<file path="src/rtl/adrv9001_enable_ctrl.sv">
// ADRV9001 channel enable sequencer: guard-delayed enable pin drive plus
// IQ AXI-Stream gating so samples only move while the channel is fully active.
//
// state        | meaning
// IDLE         | enable pin low, stream blocked, waiting for pl_en
// ENABLE_WAIT  | pin high, counting enable-to-data guard; pl_en drop aborts
// ACTIVE       | pin high, stream passes through
// DISABLE_WAIT | pin high, counting data-to-disable guard; pl_en ignored
module adrv9001_enable_ctrl #(
  parameter int CNT_WIDTH = 16
) (
  input  logic                 clk,
  input  logic                 rstn,
  input  logic                 pl_en,
  input  logic [CNT_WIDTH-1:0] enable_dly,
  input  logic [CNT_WIDTH-1:0] disable_dly,
  input  logic [31:0]          s_axis_tdata,
  input  logic                 s_axis_tvalid,
  output logic                 s_axis_tready,
  output logic [31:0]          m_axis_tdata,
  output logic                 m_axis_tvalid,
  input  logic                 m_axis_tready,
  output logic                 adrv9001_enable,
  output logic                 active,
  output logic [CNT_WIDTH-1:0] enable_cnt,
  output logic [CNT_WIDTH-1:0] disable_cnt,
  output logic [1:0]           state
);

  typedef enum logic [1:0] {
    IDLE         = 2'd0,
    ENABLE_WAIT  = 2'd1,
    ACTIVE       = 2'd2,
    DISABLE_WAIT = 2'd3
  } state_t;

  state_t               state_q, state_d;
  logic [CNT_WIDTH-1:0] dly_cntr, dly_cntr_d;
  logic [CNT_WIDTH-1:0] dly_target, dly_target_d;
  logic [CNT_WIDTH-1:0] enable_cnt_q, disable_cnt_q;
  logic                 enable_q, active_q;
  logic                 enable_done, disable_done;

  always_comb begin
    state_d      = state_q;
    dly_cntr_d   = dly_cntr + 1'b1;
    dly_target_d = dly_target;
    enable_done  = 1'b0;
    disable_done = 1'b0;
    case (state_q)
      IDLE: begin
        dly_cntr_d = '0;
        if (pl_en) begin
          state_d      = ENABLE_WAIT;
          dly_target_d = enable_dly;
        end
      end
      ENABLE_WAIT: begin
        if (!pl_en) begin
          state_d      = DISABLE_WAIT;
          dly_target_d = disable_dly;
          dly_cntr_d   = '0;
        end else if (dly_cntr == dly_target) begin
          state_d     = ACTIVE;
          enable_done = 1'b1;
          dly_cntr_d  = '0;
        end
      end
      ACTIVE: begin
        dly_cntr_d = '0;
        if (!pl_en) begin
          state_d      = DISABLE_WAIT;
          dly_target_d = disable_dly;
        end
      end
      DISABLE_WAIT: begin
        if (dly_cntr == dly_target) begin
          state_d      = IDLE;
          disable_done = 1'b1;
          dly_cntr_d   = '0;
        end
      end
      default: state_d = IDLE;
    endcase
  end

  // Pin and active flag are registered from the next state so they change
  // on the same edge as the state itself.
  always_ff @(posedge clk or negedge rstn) begin
    if (!rstn) begin
      state_q       <= IDLE;
      dly_cntr      <= '0;
      dly_target    <= '0;
      enable_cnt_q  <= '0;
      disable_cnt_q <= '0;
      enable_q      <= 1'b0;
      active_q      <= 1'b0;
    end else begin
      state_q    <= state_d;
      dly_cntr   <= dly_cntr_d;
      dly_target <= dly_target_d;
      enable_q   <= (state_d != IDLE);
      active_q   <= (state_d == ACTIVE);
      if (enable_done)  enable_cnt_q  <= enable_cnt_q + 1'b1;
      if (disable_done) disable_cnt_q <= disable_cnt_q + 1'b1;
    end
  end

  assign m_axis_tdata    = s_axis_tdata;
  assign m_axis_tvalid   = s_axis_tvalid & active_q;
  assign s_axis_tready   = m_axis_tready & active_q;
  assign adrv9001_enable = enable_q;
  assign active          = active_q;
  assign enable_cnt      = enable_cnt_q;
  assign disable_cnt     = disable_cnt_q;
  assign state           = state_q;

endmodule

</file>
<file path="config.mk">
export PLATFORM = sky130hd
export DESIGN_NAME = adrv9001_enable_ctrl
export DESIGN_NICKNAME = d
export VERILOG_FILES = /design/src/rtl/adrv9001_enable_ctrl.sv
export SDC_FILE = /design/constraint.sdc
export NUM_CORES = 1
export LEC_CHECK = 0
export ABC_AREA = 1
export BUFFER_PORTS_ARGS = -buffer_cell sky130_fd_sc_hd__buf_2
export CORE_MARGIN = 5
export CORE_UTILIZATION = 30
export DETAILED_ROUTE_END_ITERATION = 10
export SYNTH_ARGS = -nofsm -noshare
export SYNTH_HDL_FRONTEND = slang
export SYNTH_SLANG_ARGS = --single-unit
export TNS_END_PERCENT = 30
</file>
<file path="constraint.sdc">
create_clock -name clk -period 2.59 [get_ports clk]
set_input_delay 0.518 -clock clk [delete_from_list [all_inputs] [get_ports clk]]
set_output_delay 0.518 -clock clk [all_outputs]
set_load 0.01 [all_outputs]
</file>
## After elaboration in Yosys (flattened, before gate mapping)

Index checks and enable logic that the tools add are counted.

- Logic and storage cells: 41
- Output and inout bits: 70
- Register bits: 68
- Bits of input ports: 69

- Equal/unequal tests: 7
- Muxes and demuxes: 16
- Add/subtract/negate cells: 3
- Reduce and logical (&&, ||, !) cells: 6
- Bitwise operators: 2

Operators by type and width:

| cell | number |
|---|---|
| $mux W16 | 4 |
| $add A16 B1 Y16 const B | 3 |
| $pmux W16 S3 | 1 |
| $pmux W16 S2 | 1 |
| $eq A16 B16 Y1 | 1 |
| $mux W2 | 5 |
| $pmux W2 S4 | 1 |
| $eq A2 B2 Y1 const B | 3 |
| $mux W1 | 4 |
| $ne A2 B2 Y1 const B | 2 |
| $reduce_bool A2 Y1 | 2 |
| $reduce_or A2 Y1 | 2 |
| $reduce_and A3 Y1 | 1 |
| $and A1 B1 Y1 | 2 |
| $eq A2 B1 Y1 const B | 1 |
| $logic_not A2 Y1 | 1 |

## Depth between registers and ports, before layout

Gate-level depths: netlist of the first run.

- Word-level depth: 5
- Gate-level depth with buffers: 12

## Least setup slack after synthesis of the first run

Ideal clock, no wire load.

- Kind: register to register
- From: register state_q[0], in the netlist state[0]
- To: register dly_target[15]
- Data required time: 2.507 ns
- Stages on the path, launching flop included: 10
- Path buffers: 2
- Data arrival time: 1.809 ns
- Period minus slack after synthesis: 1.891 ns
- Path slack: 0.699 ns
- Setup time: 0.083 ns
- Cell sequence: dfrtp_1 inv_1 ha_1 clkbuf_1 nand2_1 nand2_1 a21oi_1 clkbuf_1 o211ai_1 o21ai_0

- Longest elaborated chain between the ends: 4
- Elaborated cells between the ends (all ways): 9

RTL lines:

| what | line | text |
|---|---|---|
| start, declared | 37 | `state_t state_q, state_d;` |
| start signal, assigned | 99 | `state_q <= state_d;` |
| $eq A2 B2 Y1 or $eq A2 B1 Y1 (tied branches) | 50 | `case (state_q)` |
| $reduce_or A2 Y1 (no source line) | - |  |
| $ne A2 B2 Y1 (no source line) or $reduce_bool A2 Y1 (tied branches) | - |  |
| $reduce_and A3 Y1 (no source line) | - |  |
| end signal, assigned | 101 | `dly_target <= dly_target_d;` |
| end, declared | 39 | `logic [CNT_WIDTH-1:0] dly_target, dly_target_d;` |

Several ways; a longest one is shown, not always the timed one.
A chain may end at the register's enable or synchronous reset.

## Worst setup path after layout of the first run

- From: register dly_cntr[2]
- To: register disable_cnt_q[7], in the netlist disable_cnt[7]

- Longest elaborated chain between the ends: 3

RTL lines:

| what | line | text |
|---|---|---|
| start, declared | 38 | `logic [CNT_WIDTH-1:0] dly_cntr, dly_cntr_d;` |
| start signal, assigned | 100 | `dly_cntr <= dly_cntr_d;` |
| $eq A16 B16 Y1 | 77 | `if (dly_cntr == dly_target) begin` |
| $mux W1 | 77 |  |
| $mux W1 | 50 |  |
| end signal, assigned | 105 | `if (disable_done) disable_cnt_q <= disable_cnt_q + 1'b1;` |
| end, declared | 40 | `logic [CNT_WIDTH-1:0] enable_cnt_q, disable_cnt_q;` |

No other way between the ends.

==> results of run 1 <==
-- per-stage QoR --
stage          instances  cell area, um2
2_1_floorplan        553            4126
3_3_place_gp         766            4462
3_5_place_dp         766            4462
4_1_cts              781            4732
5_1_grt              781            4732
6_report             781            4732
-- cells in the mapped netlist --
master	n	share of area (%)
nor3_4	2	0.79
a211oi_1	1	0.18
ha_1	8	2.4
xor2_1	13	2.8
buf_6	2	0.55
o21ai_2	2	0.42
nand4_1	6	0.91
buf_4	32	5.8
nor4_1	5	0.76
nor2_1	42	3.8
nand2_1	163	15
a21oi_1	10	1.2
xnor2_1	10	2.1
nor2_4	1	0.27
nor3_1	10	1.2
nor3b_1	1	0.18
dfrtp_1	68	41
inv_2	2	0.18
nand2_2	1	0.15
o21ai_0	30	3.6
nor3_2	1	0.24
nand3_1	28	3.4
nand2_4	2	0.55
clkbuf_1	7	0.64
nor2_2	4	0.61
o211ai_1	16	2.9
inv_1	84	7.6
xnor2_2	1	0.39
or2_2	1	0.15
-- final timing paths --
check / slack [ns] / end / start
hold reg to reg: 0.52 / enable_cnt[5] / enable_cnt[5]
setup reg to reg: 0.57 / disable_cnt[7] / dly_cntr[2]
hold / removal: 0.17 / dly_cntr[15] / rstn
min in group clk: 0.43 / dly_target[0] / enable_dly[0]
setup / recovery: 0.57 / disable_cnt[7] / dly_cntr[2]
max in group asynchronous: 1.66 / disable_cnt[4] / rstn
-- state kept, by name, summed over array words and instances, names as in the netlist --
register / cells
enable_cnt: 16
disable_cnt: 16
active: 1
dly_cntr: 16
adrv9001_enable: 1
dly_target: 16
state: 2
-- worst register-to-register path, stage by stage (launching register included) --
cell and delay, ns:
dfrtp_1 0.46, inv_1 0.07, nand2_1 0.06, nand2_1 0.05, nor2_1 0.12, nand2_1 0.11, nor2_2 0.16, nand2_4 0.13
nor2_4 0.33, nand2_1 0.17, o21ai_0 0.19, nand2_1 0.06
-- area by class of cell --
| type | instances | area, um2 | share of cell area (%) |
|---|---|---|---|
| clock buffers | 13 | 260.3 | 5.500 |
| clock inverters | 2 | 10.01 | 0.2115 |
| inverters | 86 | 322.8 | 6.822 |
| multi-input cells | 358 | 1817 | 38.39 |
| flip-flops and latches | 68 | 1702 | 35.96 |
| well taps | 176 | 220.2 | 4.654 |
| repair buffers | 78 | 400.4 | 8.461 |
-- per-layer routing --
| layer | vias up | GRT usage (%) | part of all wire (%) |
|---|---|---|---|
| met1 | 1518 | 15.44 | 47 |
| met4 | 0 | 3.975 | 1.4 |
| met5 | - | 0 | 0 |
| li1 | 1802 | - | - |
| met3 | 11 | 3.756 | 6.7 |
| met2 | 93 | 18.98 | 45 |
-- cells by family after synthesis --
family | synth area share (%)
fa+ha+maj | 2.426
buf+inv | 14.83
compound gates | 8.369
flops | 41.24
simple gates | 27.87
xor+xnor | 5.276
-- power by group through the flow --
stage               clock, W  sequential [W]  combinational, W
finish               0.00111         0.00137           0.00136
global route         0.00119         0.00140           0.00160
CTS                  0.00115         0.00137           0.00138
detailed placement         0         0.00139           0.00137
global placement           0         0.00138           0.00134
floorplan                  0         0.00138           0.00105
==> results.ini, run 1 <==
[status]
status=complete, no violations

[detailed_routing]
wl_mm=9.174
wl_per_cell_um=11.75
viasPerCell=4.384
firstDrtPassIters=4
vias=3424
drc_errors=0
ant_nets=0
dr.first_iter.drc_count=212

[timing]
period_share_pct=77.80
min_period_ns=2.015
finalSetupViolCount=0
drv_slew=0
max_slew_margin_pct=64.63
finalClockSkew_ns=0.006951
fin_setup_tns_ns=0
rsz0062_at_grt=false
hold_violations=0
max_freq_ghz=0.4963
holdWs_ns=0.1716
layout_setup_ws_ns=0.5749
worst_pin_slew_ns=0.5306

[cts]
postCtsSetupRepairBufs=0
cts_tree=done
clockBufferDepth=2
cts.sinks=68
clock_latency_ns=0.33
h-tree-depth=3
clockRootBuffer=clkbuf_16
post_cts_resized=0
postCtsHoldBufs=0
numCtsBuffers=9
path_clk_slew_ns=0.05

[worst_setup_path]
worstPathArrival_ns=2.22
crit_chain=inv_1 > nand2_1 > nand2_1 > nor2_1 > nand2_1 > nor2_2 > nand2_4 > nor2_4 > nand2_1 > o21ai_0 > nand2_1
path_delay_family=simple AND/OR/NAND/NOR gates
max_stage_delay_ns=0.46
cp-end-kind=register
crit_required_ns=2.80
rr_worst_depth=11
cp_common_cell=nand2_1
crit_slowest_cell=dfrtp_1
startpoint_type=register
path_class=reg -> reg
critPathBufInv=1
crit_path_max_fanout=16
cp.depth=11

[global_route]
grt_max_degree=33
grt-ovfl-total=0
grt_pass1_wl_mm=15.93
grt_pass1_vias=3406
antenna_found_initial=0
grt_usage_pct=11.94

[synthesis]
synth_area_per_cell_um2=7.462
synth_cells=553
netlist-cell-type-count=29
syn_area_um2=4126
synth_seq_area_share_pct=41.24
synth_warnings=0
synth_nets=630
ys_ff_latch=68

[power_and_ir_drop]
leakagePower_nw=2.462
power.switching_w=0.001422
p_per_area_nw_per_um2=811.1
p_total_w=0.003838
p_int_w=0.002417
sw_frac_of_total_pct=37.04
clkPwrFrac_pct=28.9
vdd_drop_max_mv=0.3815
p_seq_share_pct=35.7
pwr-share-comb_pct=35.4

[floorplanning]
die_x_um=127.3
dieArea_um2=16200
die_y_um=127.3
num_rows=42
initial_core_util_pct=30.91
ios=139
core_um2=13350

[finish]
drive_gt1_share_pct=18.02
diodes=0
syn2layout_area_growth_pct=14.68
final_cell_mix=163 x nand2_1, 84 x inv_1, 74 x buf_2
final_util_pct=35.45
fill_cells=1444
nNetsFinal=678
final_common_cell=nand2_1

[placed_design]
hpwl_mm=7.113
gp_congestion=0.8609
pre_cts_ws_ns=0.5976
numPortBuffers=74

[job]
drv_cap=0

[worst_hold_path]
holdCritPathClass=in -> async

(Power assumes the default switching activity.)
==> run 2, diff against run 1 <==
--- a/config.mk
+++ b/config.mk
@@ -5,7 +5,7 @@
 export SDC_FILE = /design/constraint.sdc
 export NUM_CORES = 1
 export LEC_CHECK = 0
-export ABC_AREA = 1
+export ABC_AREA = 0
 export BUFFER_PORTS_ARGS = -buffer_cell sky130_fd_sc_hd__buf_2
 export CORE_MARGIN = 5
 export CORE_UTILIZATION = 30
==> constraint.sdc (replaced) <==
create_clock -name clk -period 2 [get_ports clk]
set_input_delay 0.4 -clock clk [delete_from_list [all_inputs] [get_ports clk]]
set_output_delay 0.4 -clock clk [all_outputs]
set_load 0.01 [all_outputs]
==> results.ini, run 2 <==
[worst_setup_path]
worstPathArrival_ns=2.23  ; about the same
path_class=reg -> reg
crit_path_max_fanout=7  ; -9
crit_required_ns=2.25  ; -0.55 ns
cp-end-kind=register
startpoint_type=register

[synthesis]
syn_area_um2=3784  ; -8.3%
synth-edff-count=0  ; unchanged
netlist-cell-type-count=39  ; +34%
synth_top_cells_by_count=68 x dfrtp_1, 51 x xor2_1, 49 x nor2_1
ys_ff_latch=68  ; unchanged
synth_area_per_cell_um2=9.905  ; +33%
synth.largest_area_cell=dfrtp_1
synth_nets=459  ; -27%
synth_warnings=0  ; unchanged
synthArstFlopShare_pct=100.0  ; unchanged
synth_cells=382  ; -31%
synth_seq_area_share_pct=44.97  ; +3.7 points
synth.most_common_cell=dfrtp_1
ys_top_cells_by_area=dfrtp_1 45%, xor2_1 12%, buf_4 6.3%
synth_top_area_share_pct=44.97  ; +3.7 points
synth-main-ff-cell=dfrtp_1

[floorplanning]
dieArea_um2=14960  ; -7.7%
initial_core_util_pct=30.23  ; -0.69 points
ios=139  ; unchanged
die_x_um=122.3  ; -3.9%
core_um2=12520  ; -6.2%
die_y_um=122.3  ; -3.9%
num_rows=41  ; -2.4%

[power_and_ir_drop]
vdd_drop_max_mv=0.5335  ; +40%
leakagePower_nw=2.600  ; +5.6%
p_per_area_nw_per_um2=1045  ; +29%

[placed_design]
pre_cts_ws_ns=0.01452  ; -0.5831 ns
hpwl_mm=5.945  ; -16%
numPortBuffers=74  ; unchanged
gp_congestion=0.8175  ; -5.0%

[finish]
nNetsFinal=529  ; -22%
final_common_cell=buf_2
diodes=0  ; unchanged
final_util_pct=39.20  ; +3.8 points
syn2layout_area_growth_pct=29.70
drive_gt1_share_pct=32.60  ; +15 points
final_cell_mix=74 x buf_2, 68 x dfrtp_1, 51 x xor2_1

[timing]
layout_setup_ws_ns=0.02224  ; -0.5527 ns
max_slew_margin_pct=69.65  ; +5.0 points
finalClockSkew_ns=0.009624  ; +0.002673 ns
min_period_ns=1.978  ; -0.03734 ns
drv_slew=0  ; unchanged
hold_violations=0  ; unchanged
finalSetupViolCount=0  ; unchanged
rsz0062_at_grt=true
worst_pin_slew_ns=0.4511  ; -0.07948 ns
period_share_pct=98.89  ; +21 points
max_freq_ghz=0.5056  ; +1.9%

[detailed_routing]
wl_mm=8.664  ; -5.6%
viasPerCell=4.572  ; +4.3%
firstDrtPassIters=4  ; unchanged
dr.first_iter.drc_count=139  ; -34%
vias=2876  ; -16%
ant_nets=0  ; unchanged
wl_per_cell_um=13.77  ; +17%
drc_errors=0  ; unchanged

[global_route]
grt_pass1_vias=2856  ; -16%
antenna_found_initial=0  ; unchanged
grt_max_degree=69  ; +110%
grt-ovfl-total=0  ; unchanged
grt_pass1_wl_mm=13.53  ; -15%
grt_usage_pct=11.44  ; -0.50 points

[cts]
numCtsBuffers=9  ; unchanged
clock_latency_ns=0.33  ; about the same
path_clk_slew_ns=0.05  ; about the same
cts.sinks=68  ; unchanged
clockBufferDepth=2  ; unchanged
h-tree-depth=3  ; unchanged
cts_tree=done
clockRootBuffer=clkbuf_16

[worst_hold_path]
holdCritPathClass=in -> async

[job]
drv_cap=0  ; unchanged

[status]
status=complete, no violations

-- run 2: cell count changes after synthesis, moves of 5 or more --
cell	before	now
a21oi_1	10	16
nand2_1	163	26
xor2_1	13	51
nand3_1	28	19
nor2_1	42	49
mux2i_1	0	16
inv_1	84	6
o211ai_1	16	0
and3_1	0	10
nor3_1	10	15
o21ai_0	30	2
-- run 2: routing by layer --
layer	part of all wire (%)	global-route usage, %	vias up
met5	0	0	-
met4	1.6	4.619	0
met3	5.5	3.548	19
met2	49	18.41	61
met1	44	14.31	1402
li1	-	-	1394
-- run 2: cells by family (layout without fill, tap and decap cells) --
group           Yosys count  in the layout  synth area share [%]
compound gates           25             25                 3.737
xor+xnor                 61             61                 14.12
fa+ha+maj                 8              8                 2.646
buf+inv                  50            125                 8.399
flops                    68             68                 44.97
mux                      18             18                 4.828
simple gates            152            152                 21.30
-- run 2: per-stage QoR --
| step | setup TNS (ns) | instance area [um2] | hold slack [ns] | instances | total power, W |
|---|---|---|---|---|---|
| final | 0 | 4907 | 0.08344 | 629 | 0.005126 |
| after global routing | -1.619 | 4907 | 0.1230 | 629 | 0.005487 |
| after CTS | 0 | 4597 | 0.1030 | 622 | 0.005189 |
| after detailed placement | 0 | 4302 | 0.4510 | 606 | 0.003601 |
| after global placement | 0 | 4302 | 0.4554 | 606 | 0.003565 |
| after floorplan | 0 | 3790 | 0.1044 | 382 | 0.003017 |
-- run 2: area by class of cell --
class / instances / area [um2]
fill: 1242 / 7610
inverter: 6 / 22.52
clock inverter: 4 / 48.80
multi-input combinational: 264 / 1941
timing repair buffer: 103 / 732.0
clock buffer: 12 / 246.5
sequential: 68 / 1702
tap: 172 / 215.2
-- run 2: what timing repair did --
| action | CTS | global route |
|---|---|---|
| hold buffers | 0 | 0 |
| gates resized for setup | 0 | 39 |
| setup buffers | 0 | 4 |
| setup endpoints to repair | 0 | 33 |
-- run 2: path summary, 6_finish.rpt --
check,endpoint,start,slack (ns),cells past startpoint
setup / recovery,enable_cnt[11],dly_target[13],0.02,7
setup reg to reg,enable_cnt[11],dly_target[13],0.02,7
min in group clk,dly_target[13],enable_dly[13],0.38,3
max in group asynchronous,disable_cnt[10],rstn,1.60,2
hold / removal,dly_target[13],rstn,0.08,2
hold reg to reg,enable_cnt[15],enable_cnt[15],0.47,1
-- run 2: worst max-delay path: stages, from the launching register on --
cell,delay (ns)
dfrtp_1,0.39
xor2_1,0.18
nor4_2,0.40
nand4_4,0.15
buf_12,0.18
clkbuf_16,0.16
nor4_4,0.29
xnor2_1,0.15
-- run 2: where the power goes --
| group | internal, W | switching (W) | total, W |
|---|---|---|---|
| registers | 0.00160 | 0.000155 | 0.00176 |
| logic | 0.000811 | 0.000995 | 0.00181 |
| clock network | 0.000997 | 0.000565 | 0.00156 |
==> run 3, diff against run 2 <==
--- a/config.mk
+++ b/config.mk
@@ -5,7 +5,7 @@
 export SDC_FILE = /design/constraint.sdc
 export NUM_CORES = 1
 export LEC_CHECK = 0
-export ABC_AREA = 0
+export ABC_AREA = 1
 export BUFFER_PORTS_ARGS = -buffer_cell sky130_fd_sc_hd__buf_2
 export CORE_MARGIN = 5
 export CORE_UTILIZATION = 30
==> results.ini, run 3 (synthesis results as in run 1) <==
[cts]
cts.sinks=68  ; unchanged
h-tree-depth=3  ; unchanged
numCtsBuffers=9  ; unchanged
cts_tree=done
path_clk_slew_ns=0.05  ; about the same
clock_latency_ns=0.33  ; about the same
postCtsHoldBufs=0  ; unchanged
clockRootBuffer=clkbuf_16
clockBufferDepth=2  ; unchanged

[finish]
diodes=0  ; unchanged
final_cell_mix=163 x nand2_1, 84 x inv_1, 74 x buf_2
final_common_cell=nand2_1
drive_gt1_share_pct=19.15  ; -13 points
nNetsFinal=683  ; +29%
fin_area_um2=4862  ; -0.92%
layout.cells.non_filler=787  ; +25%
syn2layout_area_growth_pct=17.83

[worst_setup_path]
startpoint_type=register
crit_path_max_fanout=9  ; +2
crit_required_ns=2.25  ; about the same
reg2reg_slack_ns=0.14  ; +0.12 ns
cp-end-kind=register
path_class=reg -> reg
worstPathArrival_ns=2.11  ; -0.12 ns

[timing]
finalClockSkew_ns=0.005304  ; -0.004320 ns
max_freq_ghz=0.5387  ; +6.5%
max_slew_margin_pct=70.27  ; +0.61 points
holdWs_ns=0.08469  ; +0.001252 ns
hold_violations=0  ; unchanged
layout_setup_ws_ns=0.1436  ; +0.1214 ns
period_share_pct=92.82  ; -6.1 points
rsz0062_at_grt=true
worst_pin_slew_ns=0.4419  ; -0.009130 ns
finalSetupViolCount=0  ; unchanged
min_period_ns=1.856  ; -0.1214 ns
drv_slew=0  ; unchanged

[detailed_routing]
drc_errors=0  ; unchanged
wl_per_cell_um=12.00  ; -13%
dr.first_iter.drc_count=220  ; +58%
ant_nets=0  ; unchanged
firstDrtPassIters=5  ; +1
viasPerCell=4.450  ; -2.7%
vias=3502  ; +22%
wl_mm=9.446  ; +9.0%

[placed_design]
numPortBuffers=74  ; unchanged
dp_cells=768  ; +27%
hpwl_mm=7.161  ; +20%
pre_cts_ws_ns=0.1438  ; +0.1292 ns
gp_congestion=0.8269  ; +1.1%
placedInstanceArea_um2=4502  ; +4.7%

[status]
status=complete, no violations

[global_route]
grt_pass1_vias=3525  ; +23%
grt-ovfl-total=0  ; unchanged
grt_max_degree=69  ; unchanged
grt_pass1_wl_mm=16.33  ; +21%
grt_usage_pct=12.24  ; +0.80 points
antenna_found_initial=0  ; unchanged

[power_and_ir_drop]
p_per_area_nw_per_um2=1096  ; +4.9%
leakagePower_nw=2.518  ; -3.2%
vdd_drop_max_mv=0.4301  ; -19%

[floorplanning]
ios=139  ; unchanged
die_y_um=127.3  ; +4.1%
initial_core_util_pct=30.91  ; +0.69 points
core_um2=13350  ; +6.6%
num_rows=42  ; +2.4%
die_x_um=127.3  ; +4.1%
dieArea_um2=16200  ; +8.3%

[job]
drv_cap=0  ; unchanged

[worst_hold_path]
holdCritPathClass=in -> async

## run 3: changes by cell type in the layout (fill, tap and decap cells not counted), moves of 12 or more
| cell | before | now |
|---|---|---|
| buf_4 | 18 | 6 |
| mux2i_1 | 16 | 0 |
| o21ai_0 | 1 | 30 |
| nand2_1 | 26 | 163 |
| xor2_1 | 51 | 13 |
| inv_1 | 6 | 84 |
| o211ai_1 | 0 | 16 |
## run 3: where the power goes
group / internal, W / switching (W)
sequential: 0.00163 / 0.000151
combinational: 0.000667 / 0.00116
clock: 0.00112 / 0.000595
total: 0.00342 / 0.00191
## run 3: worst max-delay path, cell delays in order, from the launching register on
cell and delay [ns]:
dfrtp_1 0.45, inv_1 0.12, ha_1 0.24, inv_1 0.08, nor2_1 0.07, nor2_1 0.12
nand2_2 0.16, inv_1 0.26, o21ai_0 0.15, a21oi_1 0.13
## run 3: per-layer routing
layer	GRT usage, %	routed length, um	vias to the layer above
met3	4.048	593	4
met4	4.038	50	0
met1	15.42	4308	1597
li1	-	-	1806
met2	19.79	4494	95
met5	0	0	-
## run 3: final timing paths
path | start | end | cells after the start
worst max-delay path | state[1] | dly_cntr[12] | 9
worst min-delay path | rstn | dly_cntr[13] | 2
worst max register to register | state[1] | dly_cntr[12] | 9
worst min register to register | enable_cnt[6] | enable_cnt[6] | 2
max in group asynchronous | rstn | dly_cntr[2] | 2
min in group clk | enable_dly[7] | dly_target[7] | 3
## run 3: repair_timing
action,CTS,global route
resized for setup,0,2
endpoints found under the setup margin,0,15
setup buffers,0,3
## run 3: cell type report
class / count / area, um2
repair buffers: 83 / 475.5
inverters: 86 / 322.8
clock buffers: 12 / 246.5
multi-input cells: 358 / 1822
well taps: 176 / 220.2
clock inverters: 4 / 72.57
fillers: 1435 / 8486
flip-flops and latches: 68 / 1703
## run 3: metrics by stage
| step | power [W] | setup TNS, ns | util [%] |
|---|---|---|---|
| after floorplan | 0.003144 | 0 | - |
| after global placement | 0.003582 | 0 | 33.73 |
| after detailed placement | 0.003643 | 0 | 33.73 |
| after CTS | 0.005393 | 0 | 36.12 |
| after global routing | 0.005757 | -0.01151 | 36.43 |
| final | 0.005327 | 0 | 36.43 |
